**src/rtl/uart_rx_oversample.sv**
```systemverilog
// Purpose: 8N1 UART receiver, 16x oversampled, 3-sample mid-bit majority vote.
// Latency: byte presented on rx_data/rx_valid 1 clk after the mid-stop-bit decision tick.
// Backpressure: rx_valid held until rx_ready; a byte completing while still held is dropped (rx_overrun).
//
// Ports:
//   clk, rst        system clock, synchronous active-high reset
//   rx              asynchronous serial line (idle high)
//   clk_speed_sel   one-hot baud select (1000=9600, 0100=56000, 0010=115200), latched in IDLE only
//   rx_data/rx_valid/rx_ready   received byte with valid/ready handshake
//   rx_busy         frame in progress
//   rx_frame_err    1-clk pulse: stop bit sampled low
//   rx_overrun      1-clk pulse: completed byte dropped
module uart_rx_oversample #(
    parameter int unsigned SYS_CLK_RATE = 50000000,
    parameter int unsigned BAUD_RATE    = 9600
) (
    input  logic       clk,
    input  logic       rst,
    input  logic       rx,
    input  logic [3:0] clk_speed_sel,
    output logic [7:0] rx_data,
    output logic       rx_valid,
    input  logic       rx_ready,
    output logic       rx_busy,
    output logic       rx_frame_err,
    output logic       rx_overrun
);

    localparam logic [15:0] DIV_RESET  = 16'(SYS_CLK_RATE / (16 * BAUD_RATE));
    localparam logic [15:0] DIV_9600   = 16'(SYS_CLK_RATE / (16 * 9600));
    localparam logic [15:0] DIV_56000  = 16'(SYS_CLK_RATE / (16 * 56000));
    localparam logic [15:0] DIV_115200 = 16'(SYS_CLK_RATE / (16 * 115200));

    typedef enum logic [1:0] {IDLE, START, DATA, STOP} state_t;

    state_t      state_q, state_d;
    logic        rx_meta_q, rx_s_q;
    logic [15:0] div_q, div_d;
    logic [15:0] cnt_q, cnt_d;
    logic [3:0]  os_q, os_d;
    logic [1:0]  samp_q, samp_d;
    logic [7:0]  shift_q, shift_d;
    logic [2:0]  bit_idx_q, bit_idx_d;
    logic        armed_q, armed_d;
    logic [7:0]  rx_data_q, rx_data_d;
    logic        rx_valid_q, rx_valid_d;
    logic        frame_err_q, frame_err_d;
    logic        overrun_q, overrun_d;
    logic        tick;
    logic        maj;
    logic        load;

    // Counter only runs outside IDLE, so bit timing is anchored to the start edge.
    assign tick = (state_q != IDLE) && (cnt_q == (div_q - 16'd1));

    // Samples from os 7 and 8 are stored; the os 9 sample is the live line value.
    assign maj = (samp_q[1] & samp_q[0]) | (samp_q[1] & rx_s_q) | (samp_q[0] & rx_s_q);

    always_comb begin
        state_d     = state_q;
        div_d       = div_q;
        cnt_d       = cnt_q;
        os_d        = os_q;
        samp_d      = samp_q;
        shift_d     = shift_q;
        bit_idx_d   = bit_idx_q;
        armed_d     = armed_q;
        rx_data_d   = rx_data_q;
        rx_valid_d  = rx_valid_q;
        frame_err_d = 1'b0;
        overrun_d   = 1'b0;
        load        = 1'b0;

        if (state_q == IDLE || tick) begin
            cnt_d = 16'd0;
        end else begin
            cnt_d = cnt_q + 16'd1;
        end

        if (tick) begin
            os_d = os_q + 4'd1;
            if (os_q == 4'd7) samp_d[0] = rx_s_q;
            if (os_q == 4'd8) samp_d[1] = rx_s_q;
        end

        case (state_q)
            IDLE: begin
                case (clk_speed_sel)
                    4'b1000: div_d = DIV_9600;
                    4'b0100: div_d = DIV_56000;
                    4'b0010: div_d = DIV_115200;
                    default: ;
                endcase
                // Armed only after seeing the line high, so a line stuck low
                // after a framing error cannot retrigger.
                if (rx_s_q) begin
                    armed_d = 1'b1;
                end else if (armed_q) begin
                    state_d = START;
                    os_d    = 4'd0;
                end
            end
            START: begin
                if (tick) begin
                    if (os_q == 4'd9 && maj) begin
                        state_d = IDLE;
                    end else if (os_q == 4'd15) begin
                        state_d   = DATA;
                        bit_idx_d = 3'd0;
                    end
                end
            end
            DATA: begin
                if (tick) begin
                    if (os_q == 4'd9) shift_d = {maj, shift_q[7:1]};
                    if (os_q == 4'd15) begin
                        bit_idx_d = bit_idx_q + 3'd1;
                        if (bit_idx_q == 3'd7) state_d = STOP;
                    end
                end
            end
            STOP: begin
                // Leave at mid-stop so a back-to-back start edge is caught.
                if (tick && os_q == 4'd9) begin
                    state_d = IDLE;
                    if (maj) begin
                        if (!rx_valid_q || rx_ready) begin
                            load = 1'b1;
                        end else begin
                            overrun_d = 1'b1;
                        end
                    end else begin
                        frame_err_d = 1'b1;
                        armed_d     = 1'b0;
                    end
                end
            end
            default: state_d = IDLE;
        endcase

        if (load) begin
            rx_data_d  = shift_q;
            rx_valid_d = 1'b1;
        end else if (rx_valid_q && rx_ready) begin
            rx_valid_d = 1'b0;
        end
    end

    always_ff @(posedge clk) begin
        if (rst) begin
            state_q     <= IDLE;
            rx_meta_q   <= 1'b1;
            rx_s_q      <= 1'b1;
            div_q       <= DIV_RESET;
            cnt_q       <= 16'd0;
            os_q        <= 4'd0;
            samp_q      <= 2'b11;
            shift_q     <= 8'd0;
            bit_idx_q   <= 3'd0;
            armed_q     <= 1'b0;
            rx_data_q   <= 8'd0;
            rx_valid_q  <= 1'b0;
            frame_err_q <= 1'b0;
            overrun_q   <= 1'b0;
        end else begin
            state_q     <= state_d;
            rx_meta_q   <= rx;
            rx_s_q      <= rx_meta_q;
            div_q       <= div_d;
            cnt_q       <= cnt_d;
            os_q        <= os_d;
            samp_q      <= samp_d;
            shift_q     <= shift_d;
            bit_idx_q   <= bit_idx_d;
            armed_q     <= armed_d;
            rx_data_q   <= rx_data_d;
            rx_valid_q  <= rx_valid_d;
            frame_err_q <= frame_err_d;
            overrun_q   <= overrun_d;
        end
    end

    assign rx_data      = rx_data_q;
    assign rx_valid     = rx_valid_q;
    assign rx_busy      = (state_q != IDLE);
    assign rx_frame_err = frame_err_q;
    assign rx_overrun   = overrun_q;

endmodule

```
**config.mk**
```make
export PLATFORM = sky130hd
export DESIGN_NAME = uart_rx_oversample
export DESIGN_NICKNAME = d
export VERILOG_FILES = /design/src/rtl/uart_rx_oversample.sv
export SDC_FILE = /design/constraint.sdc
export NUM_CORES = 1
export LEC_CHECK = 0
export CAP_MARGIN = 10
export CORE_UTILIZATION = 32
export CTS_BUF_LIST = sky130_fd_sc_hd__clkbuf_4 sky130_fd_sc_hd__clkbuf_8 sky130_fd_sc_hd__clkbuf_16
export CTS_CLUSTER_DIAMETER = 200
export DETAILED_ROUTE_END_ITERATION = 12
export GPL_TIMING_DRIVEN = 0
export PLACE_DENSITY = 0.58
export SYNTH_ARGS = -nofsm -noshare
export SYNTH_HDL_FRONTEND = slang
export SYNTH_SLANG_ARGS = --single-unit
```
**constraint.sdc**
```tcl
create_clock -name clk -period 2.7 [get_ports clk]
set_input_delay 0.54 -clock clk [delete_from_list [all_inputs] [get_ports clk]]
set_output_delay 0.54 -clock clk [all_outputs]
set_load 0.01 [all_outputs]
```
==> summary.txt <==
Status
  • Status: complete, no violations

Setup path
  • CP most frequent cell: or3_1
  • Critical path's largest stage delay: 390 ps
  • Max FO, Critical Path: 10
  • Cell family with most CP delay: simple AND/OR/NAND/NOR gates
  • CP Class: reg -> reg
  • Worst r2r src: cnt_q[6]
  • CP startpoint: cnt_q[6]
  • Worst setup path end: cnt_q[12]
  • Critical path's slowest cell: a211o_2
  • Crit. End Element: register
  • Arr. time, crit path: 2570 ps
  • Worst path bufs/invs: 2
  • Worst flop-to-flop path endpoint: cnt_q[12]
  • Setup slack, reg-to-reg: 320 ps
  • Crit path launch type: register
  • Critical Path RT: 2890 ps
  • CP Cell Sequence: or3_1 > a211o_2 > or3_1 > clkbuf_1 > nand3_1 > buf_2 > nor2_1
  • Crit. path cell count: 7
  • Worst R2R Path Depth: 7

Timing
  • Pin slew with the least headroom to its limit: 801 ps
  • Worst setup margin: 321 ps
  • Clock skew: 12.7 ps
  • Fin. max-slew vios: 0
  • Unrepaired setup endpoints after global routing: false
  • Worst hold slack: 416 ps
  • Slew Limit Headroom: 46.2%
  • Final hold vios: 0
  • Setup TNS: 0 ps
  • Post-layout min period: 2380 ps
  • Max Freq: 0.420 GHz
  • Period Utilization, post-route: 88.1%
  • Setup violations, final: 0

Clock tree
  • Reg clk slew, reported paths: 100 ps
  • Hold_buf cts: 0
  • Setup Fix Bufs, Post-CTS: 0
  • Clock sink count: 54
  • TritonCTS clock tree: yes
  • Number of CTS-inserted buffers: 5
  • Clock latency on the worst-skew pair: 310 ps
  • Clk buf depth: 2
  • H-tree Lvls: 2
  • Root Buffer: clkbuf_8
  • Post_cts resized: 0

Power
  • Worst vdd ir: 277 uV
  • Int Pwr: 1010 uW
  • Power per Cell Area: 469 nW/um2
  • Final Power: 1320 uW
  • Switching share of total power: 23.5%
  • Gate power share: 4.7%
  • Psw: 311 uW
  • Power share of the clock group: 34.1%
  • Sequential Power Share: 61.2%
  • Leakage: 0.000962 uW

Floorplanning
  • CORE AREA: 7330 um2
  • Initial Util: 33.4%
  • Die width: 89.5 um
  • Die Ht: 89.5 um
  • Die area: 8000 um2
  • Row cnt: 31
  • Num ports: 20

Synthesis
  • Sequential share of the synthesized area: 44.2%
  • Synth Net Count: 284
  • Dominant synthesized flop cell: dfxtp_1
  • Synth Instances: 270
  • EDFF count, synth: 0
  • Synth Register Bits: 54
  • Cell variety after synth: 44
  • Synthesis Warnings: 0
  • Synthesized area: 2450 um2
  • Syn avg cell area: 9.06 um2
  • Asr flop ratio synth: 0%

Detailed routing
  • Wire length per cell: 12.4 um
  • Vias per cell: 4.83
  • Via count: 1,898
  • Residual DRC: 0
  • Pre-Repair DR Iteration Count: 4
  • Routed wire length: 4870 um
  • Initial DRC Count: 80
  • Remaining antenna violation count: 0

GRT
  • Initial antenna violation count: 0
  • First-pass GRT wire length: 8090 um
  • Total track usage: 13.2%
  • Grt ovf: 0
  • Largest net degree at the start of global routing: 18
  • Number of global-route vias before repair: 1,666

Finish
  • Util after Layout: 38.5%
  • ANT cells: 0
  • Fill cells: 765
  • Area grow syn2layout: 15.3%
  • Fraction of layout cells with a size suffix above 1: 8.16%
  • Net count reported at finish: 307

Place
  • Port Buffers: 16
  • GPL Wtd Cong: 0.783
  • Detailed placer's ending HPWL: 3580 um
  • Pre-CTS setup slack: 252 ps

Run
  • Max cap viols: 0

Hold path
  • Hold Path Class: reg -> reg
[synth_stat cells, types with 3 or more instances]
cell type  instances  share of area [%]
a21oi_1           17                3.5
and3_1             5                1.3
buf_2              3               0.61
clkbuf_1           7                1.1
dfxtp_1           54                 44
ha_1               6                3.1
inv_1              9                1.4
mux2i_1           16                6.5
nand2_1           12                1.8
nand3_1           11                2.2
nand4_1            8                2.0
nor2_1            39                6.0
nor2b_1            4                1.0
nor3_1             7                1.4
nor4_1             3               0.77
o21ai_0            6                1.2
o31ai_1            5                1.5
or3_1              7                1.8
xnor2_1            5                1.8
xor2_1            13                4.7
[registers in the layout, indices dropped and copies added (netlist names), 2 cells and up, named ones only]
register / flops
bit_idx_q: 3
cnt_q: 16
div_q: 5
os_q: 4
rx_data: 8
samp_q: 2
shift_q: 8
[power by group through the flow]
stage | registers (uW) | logic, uW | clock network, uW
2_1_floorplan | 826 | 43.8 | 0
3_3_place_gp | 827 | 61.4 | 0
3_5_place_dp | 827 | 62.7 | 0
4_1_cts | 809 | 62.8 | 469
5_1_grt | 810 | 70.2 | 504
6_report | 809 | 62.1 | 451
[cell families after synthesis]
kind of cell             count (synthesis)  share of synthesized area, %
adder cells (fa/ha/maj)                  7                          3.48
flip-flops                              54                          44.2
XOR/XNOR                                18                          6.44
multiplexers                            16                          6.54
buffers and inverters                   22                          4.29
AND/OR/NAND/NOR                        110                          23.9
AO/OA/AOI/OAI                           43                          11.2
[layer usage]
layer / wire (um) / track usage [%]
met1: 2450 / 18.5
met2: 2160 / 20.0
met4: 59 / 3.90
met5: 0 / 0
met3: 209 / 3.32
[final cells by class]
cell class	count	area (um2)	area share, %
Tap cell	99	124	4.39
Clock inverter	3	21.3	0.754
Inverter	9	33.8	1.20
Clock buffer	5	68.8	2.44
Buffer	13	71.3	2.53
Multi-Input combinational cell	194	1260	44.7
Sequential cell	54	1080	38.3
Timing Repair Buffer	16	160	5.68
[cells in the final DEF, fill, tap and decap left out, types with 3 or more instances in the layout]
master and n:
o31ai_1 5, nor3_1 7, dfxtp_1 54, clkbuf_8 5
nor4_1 3, mux2i_1 16, ha_1 6, buf_2 3
inv_1 9, nor2_1 39, clkdlybuf4s50_1 16, nor2b_1 4
nand4_1 8, xor2_1 13, clkbuf_1 7, xnor2_1 5
o21ai_0 6, or3_1 7, nand2_1 12, a21oi_1 17
and3_1 5, nand3_1 11
[worst min-delay path by stage]
stage | startpoint | end | slack, ps | cells past startpoint
finish | rx_meta_q | rx_s_q | 420 | 1
global route | rx_meta_q | rx_s_q | 430 | 1
CTS | rx_meta_q | rx_s_q | 420 | 1
detailed placement | rx_meta_q | rx_s_q | 400 | 1
global placement | rx_meta_q | rx_s_q | 390 | 1
floorplan | rx_meta_q | rx_s_q | 390 | 1
[per-stage QoR]
step | cell area (um2) | cells
after floorplan | 2450 | 270
after global placement | 2730 | 385
after detailed placement | 2730 | 385
after CTS | 2820 | 393
after global routing | 2820 | 393
final | 2820 | 393
Note: power is estimated with default switching activity, not from simulation.
